==> src/rtl/ex_mem_pipe_reg.sv <==
// ex_mem_pipe_reg: EX/MEM pipeline register with stall, flush, sticky halt, forwarding/load-use flags and RED retire counter
//   clk, rst                  clock, synchronous active-high reset
//   stall, flush              hold all state / insert bubble (flush wins)
//   ex_*                      EX-stage instruction fields and controls
//   id_rs, id_rt              ID/EX source registers for hazard compare
//   mem_*                     registered instruction fields and controls
//   mem_halt                  sticky halt flag, cleared only by rst
//   fwd_rs_hit, fwd_rt_hit    forward mem_result to rs / rt operand
//   load_use                  LW in MEM feeds rs/rt, stall request
//   red_count                 count of RED instructions captured
module ex_mem_pipe_reg #(
    parameter int DATA_W = 16,
    parameter int REG_AW = 4,
    parameter int CNT_W  = 16
) (
    input  logic              clk,
    input  logic              rst,
    input  logic              stall,
    input  logic              flush,
    input  logic              ex_valid,
    input  logic [DATA_W-1:0] ex_result,
    input  logic [DATA_W-1:0] ex_store_data,
    input  logic [REG_AW-1:0] ex_rd,
    input  logic              ex_regwrite,
    input  logic              ex_memread,
    input  logic              ex_memwrite,
    input  logic              ex_is_red,
    input  logic              ex_halt,
    input  logic [REG_AW-1:0] id_rs,
    input  logic [REG_AW-1:0] id_rt,
    output logic              mem_valid,
    output logic [DATA_W-1:0] mem_result,
    output logic [DATA_W-1:0] mem_store_data,
    output logic [REG_AW-1:0] mem_rd,
    output logic              mem_regwrite,
    output logic              mem_memread,
    output logic              mem_memwrite,
    output logic              mem_halt,
    output logic              fwd_rs_hit,
    output logic              fwd_rt_hit,
    output logic              load_use,
    output logic [CNT_W-1:0]  red_count
);
    always_ff @(posedge clk) begin
        if (rst) begin
            mem_valid      <= 1'b0;
            mem_result     <= '0;
            mem_store_data <= '0;
            mem_rd         <= '0;
            mem_regwrite   <= 1'b0;
            mem_memread    <= 1'b0;
            mem_memwrite   <= 1'b0;
            mem_halt       <= 1'b0;
            red_count      <= '0;
        end else if (mem_halt || flush) begin
            // bubble: data fields and halt flag are left as they are
            mem_valid    <= 1'b0;
            mem_regwrite <= 1'b0;
            mem_memread  <= 1'b0;
            mem_memwrite <= 1'b0;
        end else if (!stall) begin
            mem_valid      <= ex_valid;
            mem_result     <= ex_result;
            mem_store_data <= ex_store_data;
            mem_rd         <= ex_rd;
            // writes to R0 are dropped here so hazard logic never matches R0
            mem_regwrite   <= ex_valid && ex_regwrite && (ex_rd != '0);
            mem_memread    <= ex_valid && ex_memread;
            mem_memwrite   <= ex_valid && ex_memwrite;
            mem_halt       <= ex_valid && ex_halt;
            red_count      <= red_count + CNT_W'(ex_valid && ex_is_red);
        end
    end

    always_comb begin
        fwd_rs_hit = mem_valid && mem_regwrite && !mem_memread && (mem_rd == id_rs);
        fwd_rt_hit = mem_valid && mem_regwrite && !mem_memread && (mem_rd == id_rt);
        load_use   = mem_valid && mem_memread && mem_regwrite && ((mem_rd == id_rs) || (mem_rd == id_rt));
    end
endmodule

==> config.mk <==
export PLATFORM = sky130hd
export DESIGN_NAME = ex_mem_pipe_reg
export DESIGN_NICKNAME = d
export VERILOG_FILES = /design/src/rtl/ex_mem_pipe_reg.sv
export SDC_FILE = /design/constraint.sdc
export NUM_CORES = 1
export LEC_CHECK = 0
export CAP_MARGIN = 20
export CORE_MARGIN = 2
export CORE_UTILIZATION = 40
export DETAILED_ROUTE_END_ITERATION = 10
export HOLD_SLACK_MARGIN = 0.1
export PLACE_DENSITY = 0.8
export REMOVE_ABC_BUFFERS = 1
export SYNTH_ARGS = -nofsm -noshare
export SYNTH_HDL_FRONTEND = slang
export SYNTH_SLANG_ARGS = --single-unit
==> constraint.sdc <==
create_clock -name clk -period 2.2 [get_ports clk]
set_clock_uncertainty 0.2 [all_clocks]
set_input_delay 0.44 -clock clk [delete_from_list [all_inputs] [get_ports clk]]
set_output_delay 0.44 -clock clk [all_outputs]
set_load 0.01 [all_outputs]
# ---- After elaboration in Yosys (flattened, before gate mapping)
# Cells that the tools add are included.
dict set report word_totals {
  register_bits 57
  latch_bits 0
  ramBits 0
  rom_bits 0
  inputBits 54
  out_inout_bits 60
  elab_cells 33
  n_memories 0
}
dict set report classes {
  addsub 1
  mul 0
  div_mod_pow 0
  n_lt_le_gt_ge 0
  eq_ne 2
  n_shift 0
  mux 0
  bitwise 2
  reduce_logical 19
}
# operator n
set ops {}
lappend ops {{16-bit by 1-bit adder with 16-bit output} 1}
lappend ops {{1-bit logical AND} 13}
lappend ops {{4-bit == test} 2}
lappend ops {{4-bit nonzero test} 1}
lappend ops {{1-bit logical OR} 2}
lappend ops {{1-bit NOT} 2}
lappend ops {{2-bit AND reduction} 1}
lappend ops {{2-bit OR reduction} 1}
lappend ops {{1-bit logical NOT} 1}

# ---- Logic depth before layout (Yosys ltp)
dict set report logic_depth {
  depth_word 3
  depth_mapped 7
  mapped_depth_nobuf 7
}

# ---- Worst setup path before layout
# OpenSTA, ideal clock, no wires.
dict set report synth_timing {
  kind {input to register}
  from {in stall}
  to {reg red_count[12]}
  setup_time_ns 0.128
  arrival_time_ns 1.599
  t_required_ns 1.872
  slack_ns 0.274
  cell_stages 5
  path_buffers 1
  path_cell_list {buf_2 > or4b_4 > nor4_2 > xnor2_1 > nor2_1}
}
dict set report synth_between {
  elab_chain_len 2
}
# element line_no
set synth_rtl {}
lappend synth_rtl {{from (decl)} 18} ;# input logic stall,
lappend synth_rtl {{1-bit NOT (no source line)} n/a}
lappend synth_rtl {{2-bit AND reduction (no source line)} n/a}
lappend synth_rtl {{to (signal assigned)} 71} ;# red_count <= red_count + CNT_W'(ex_valid && ex_is_red);
lappend synth_rtl {{to (decl)} 42} ;# output logic [CNT_W-1:0] red_count
# No other way between the ends.
# A chain may end at the register's enable or synchronous reset.

# ---- Worst setup path in the final report
dict set report layout_timing {
  from {in id_rs[0]}
  to {out fwd_rs_hit}
}
dict set report layout_between {
  elab_chain_len 2
}
# element line_no
set layout_rtl {}
lappend layout_rtl {{from (decl)} 29} ;# input logic [REG_AW-1:0] id_rs,
lappend layout_rtl {{4-bit == test} 76} ;# fwd_rs_hit = mem_valid && mem_regwrite && !mem_memread && (mem_rd == id_rs);
lappend layout_rtl {{1-bit logical AND} 76}
lappend layout_rtl {{to (decl)} 39} ;# output logic fwd_rs_hit,
# No other way between the ends.

==> impl_metrics.xml <==
<?xml version="1.0" encoding="UTF-8"?>
<metrics>
  <group name="outcome">
    <metric name="run_status" unit="">finished, final reports clean</metric>
  </group>
  <group name="synth">
    <metric name="largest_area_contributor_in_the_synthesized_netlist" unit="">dfxtp_1</metric>
    <metric name="unique_masters_post_synth" unit="">32</metric>
    <metric name="portion_of_the_post_synthesis_area_used_by_sequential_elements" unit="%">49.7</metric>
    <metric name="proportion_of_netlist_area_held_by_the_largest_area_contributor" unit="%">49.7</metric>
    <metric name="number_of_warnings_reported_in_the_yosys_synthesis_log" unit="">0</metric>
    <metric name="syn-mean-instance-area" unit="µm²">8.11</metric>
    <metric name="syn-instance-count" unit="">283</metric>
    <metric name="register_bit_count_reported_by_yosys" unit="">57</metric>
    <metric name="main_area_contributors_after_synthesis" unit="">dfxtp_1, nand2_1, a21oi_1</metric>
    <metric name="mappedNetlistArea" unit="mm²">0.00230</metric>
  </group>
  <group name="sta">
    <metric name="fin_crit" unit="ps">2150</metric>
    <metric name="max_slew_margin_vs_limit" unit="%">72.1</metric>
    <metric name="achievable-frequency" unit="MHz">465</metric>
    <metric name="setup_violations" unit="">0</metric>
    <metric name="layout_worst_path_cycle_share" unit="%">97.7</metric>
    <metric name="whs" unit="ps">254</metric>
    <metric name="worstMarginPinSlew" unit="ps">419</metric>
    <metric name="final-max-slew-violation-count" unit="">0</metric>
    <metric name="layout_setup_ws" unit="ps">50.5</metric>
    <metric name="rsz0062_at_grt" unit="">no</metric>
    <metric name="fin_setup_tns" unit="ps">0</metric>
    <metric name="hold_viol_final" unit="">0</metric>
  </group>
  <group name="clock_tree">
    <metric name="clock_tree_from_tritoncts" unit="">yes</metric>
    <metric name="cts.reportedPaths.clkPinSlew" unit="ps">60</metric>
    <metric name="clk_root_buffer_cell" unit="">clkbuf_8</metric>
    <metric name="cts_max_level" unit="">3</metric>
    <metric name="tritoncts_sink_count" unit="">57</metric>
    <metric name="cts_inserted_buffers" unit="">9</metric>
    <metric name="cts_buffer_depth" unit="">2</metric>
    <metric name="number_of_setup_buffers_added_after_cts" unit="">0</metric>
    <metric name="clock_latency" unit="ps">330</metric>
  </group>
  <group name="power">
    <metric name="power_frac_clock" unit="%">38.1</metric>
    <metric name="totalPowerFinal" unit="mW">2.25</metric>
    <metric name="p_per_area" unit="mW/mm²">602</metric>
    <metric name="seqPwrFrac" unit="%">48.3</metric>
    <metric name="comb_power_share" unit="%">13.6</metric>
    <metric name="leakagePower" unit="nW">1.36</metric>
    <metric name="p_int" unit="mW">1.73</metric>
    <metric name="total_switching_power" unit="mW">0.521</metric>
    <metric name="power.ir.vdd_worst" unit="µV">488</metric>
    <metric name="power_switching_share" unit="%">23.1</metric>
  </group>
  <group name="cells_and_area">
    <metric name="fin_nets" unit="">464</metric>
    <metric name="layout-area-overhead-vs-synth" unit="%">63.1</metric>
    <metric name="final_cell_count_no_fill" unit="">481</metric>
    <metric name="diodes" unit="">0</metric>
    <metric name="finalInstanceArea" unit="mm²">0.00374</metric>
    <metric name="postLayoutCoreUtil" unit="%">67.6</metric>
    <metric name="layout-drive-gt1-share" unit="%">9.54</metric>
    <metric name="fillCellCount" unit="">471</metric>
  </group>
  <group name="global_route">
    <metric name="global_route_wire_length_before_repair" unit="µm">9660</metric>
    <metric name="grt_start_max_net_pins" unit="">39</metric>
    <metric name="grt_util_all_layers" unit="%">19.6</metric>
    <metric name="grt_antenna_before_repair" unit="">0</metric>
    <metric name="number_of_global_route_vias_before_repair" unit="">2253</metric>
    <metric name="globalRouteOverflowTotal" unit="">0</metric>
  </group>
  <group name="placed_design">
    <metric name="place_hpwl" unit="µm">4380</metric>
    <metric name="buffer_ports.inserted" unit="">113</metric>
    <metric name="placed_cell_area" unit="mm²">0.00359</metric>
    <metric name="numPlacedInstances" unit="">468</metric>
    <metric name="gpl.final_weighted_congestion" unit="">0.814</metric>
    <metric name="dp_slack" unit="ps">-361</metric>
  </group>
  <group name="worst_setup_path">
    <metric name="critical_path.reg2reg.endpoint" unit="">red_count[15]</metric>
    <metric name="worst-r2r-setup-slack" unit="ps">250</metric>
    <metric name="timing.critical_path.arrival" unit="ps">1510</metric>
    <metric name="cp_max_fo" unit="">2</metric>
    <metric name="timing.critical_path.from_type" unit="">input pin</metric>
    <metric name="r2r_cells" unit="">4</metric>
    <metric name="timing.critical_path.slowest_stage_cell" unit="">clkdlybuf4s50_1</metric>
    <metric name="worstPathRequired" unit="ps">1560</metric>
    <metric name="worstReg2RegStart" unit="">red_count[7]</metric>
    <metric name="setup.worst_path.class" unit="">input pin to output pin</metric>
    <metric name="critical-path-max-stage-delay" unit="ps">470</metric>
    <metric name="critPathTopFamily" unit="">buffers and inverters</metric>
    <metric name="cp.depth" unit="">5</metric>
    <metric name="worstPathBufferInverterCount" unit="">2</metric>
    <metric name="timing.critical_path.cells" unit="">clkdlybuf4s50_1, xnor2_1, nand4_1, nor3_1, buf_2</metric>
    <metric name="critPathCaptureType" unit="">output pin</metric>
  </group>
  <group name="detailed_routing">
    <metric name="num_vias" unit="">2388</metric>
    <metric name="post_detailed_route_wirelength_per_cell" unit="µm">12.7</metric>
    <metric name="number_of_design_rule_violations_left_by_the_first_detailed_router_iteration" unit="">95</metric>
    <metric name="detail-route-antenna-nets" unit="">0</metric>
    <metric name="avgViaCountPerCell" unit="">4.96</metric>
    <metric name="drc_errors" unit="">0</metric>
    <metric name="detail_route.first_pass.iterations" unit="">4</metric>
    <metric name="totalWireLength" unit="µm">6120</metric>
  </group>
  <group name="hold_path">
    <metric name="worstHoldEndpoint" unit="">mem_store_data[5]</metric>
    <metric name="hold_path_class" unit="">flip-flop to flip-flop</metric>
    <metric name="min_from" unit="">mem_store_data[5]</metric>
    <metric name="hold_path_depth" unit="">2</metric>
  </group>
  <group name="floorplanning">
    <metric name="die_y" unit="µm">79.8</metric>
    <metric name="overall_die_area" unit="mm²">0.00636</metric>
    <metric name="coreArea" unit="mm²">0.00554</metric>
    <metric name="floorplan.rows" unit="">27</metric>
    <metric name="boundaryPins" unit="">114</metric>
    <metric name="die_width" unit="µm">79.8</metric>
    <metric name="floorplan.initialDensity" unit="%">41.4</metric>
  </group>
  <group name="job">
    <metric name="max_cap_violations" unit="">0</metric>
  </group>
</metrics>
timing repair:
action | CTS | global route
gates resized for setup | 12 | 1
hold buffers | 0 | 0
gates cloned | 0 | 0
pin swaps | 2 | 1
endpoints found under the setup margin | 3 | 2
worst max-delay path by stage:
stage | startpoint | end | slack [ps]
floorplan | stall | red_count[15] | -670
global placement | id_rs[0] | fwd_rs_hit | -330
detailed placement | id_rs[0] | fwd_rs_hit | -360
CTS | id_rs[0] | fwd_rs_hit | 40
global route | ex_valid | red_count[15] | 10
finish | id_rs[0] | fwd_rs_hit | 50
power groups by stage:
stage | logic [mW] | registers (mW) | clock network, mW
after floorplan | 0.0757 | 1.13 | 0
final | 0.306 | 1.09 | 0.860
after detailed placement | 0.309 | 1.11 | 0
after CTS | 0.310 | 1.09 | 0.879
after global placement | 0.305 | 1.11 | 0
after global routing | 0.334 | 1.09 | 0.918
layout by cell type (no fill, tap or decap), types with 2 or more instances in the layout:
| cell type | count |
|---|---|
| clkdlybuf4s50_1 | 109 |
| nand2_1 | 82 |
| dfxtp_1 | 57 |
| a21oi_1 | 44 |
| nor2_1 | 17 |
| buf_4 | 14 |
| clkbuf_8 | 12 |
| xnor2_1 | 11 |
| nand3_1 | 7 |
| xor2_1 | 7 |
| nand4_1 | 6 |
| nor3_1 | 5 |
| or3_1 | 4 |
| buf_2 | 4 |
| and3_1 | 3 |
| inv_1 | 3 |
| ha_1 | 3 |
| o21ai_0 | 2 |
| a22oi_1 | 2 |
cells by family after synthesis:
group,count (synthesis),synth area share (%)
buffers and inverters,18,3.00
and+or+nand+nor,136,27.0
AOI/OAI and AO/OA,50,11.3
muxes,1,0.490
adders and majority gates,3,1.64
xor gates and xnor gates,18,6.87
DFF,57,49.7
synth_stat cells, drive strengths merged:
cell type and n:
buf 2, mux2 1, or4b 1, nor2 17, ha 3, a22oi 2, xor2 7, a31oi 1
or4 1, nand3 7, inv 3, nor4 2, o31ai 1, nor4b 1, nor3 7, clkbuf 13
dfxtp 57, nand2 82, xnor2 11, or3 5, and2 1, and3 4, o21ai 2, a21oi 44
nor2b 1, nand4 7
final cells by class:
| type | count | area, µm² | area share, % |
|---|---|---|---|
| inverters | 3 | 11.3 | 0.301 |
| multi-input cells | 208 | 1100 | 29.3 |
| repair buffers | 128 | 1240 | 33.0 |
| well taps | 72 | 90.1 | 2.41 |
| flip-flops and latches | 57 | 1140 | 30.5 |
| clock buffers | 13 | 169 | 4.51 |
routing by layer:
layer	vias up	global-route usage [%]	routed length, µm
met2	88	33.4	2900
met3	10	8.71	624
met1	1100	20.6	2490
li1	1190	-	-
met5	-	0	0
met4	0	9.15	108
flip-flops by register name (all words and copies together) (netlist names):
signal          count
mem_halt            1
mem_memread         1
mem_memwrite        1
mem_rd              4
mem_regwrite        1
mem_result         16
mem_store_data     16
mem_valid           1
red_count          16
worst reg2reg max path, stage by stage, from the launching register on:
cell	delay (ps)
dfxtp_1	420
nand4_2	190
or3_4	420
or4_1	490
a21oi_1	170
Power figures use the tool's default switching activity.
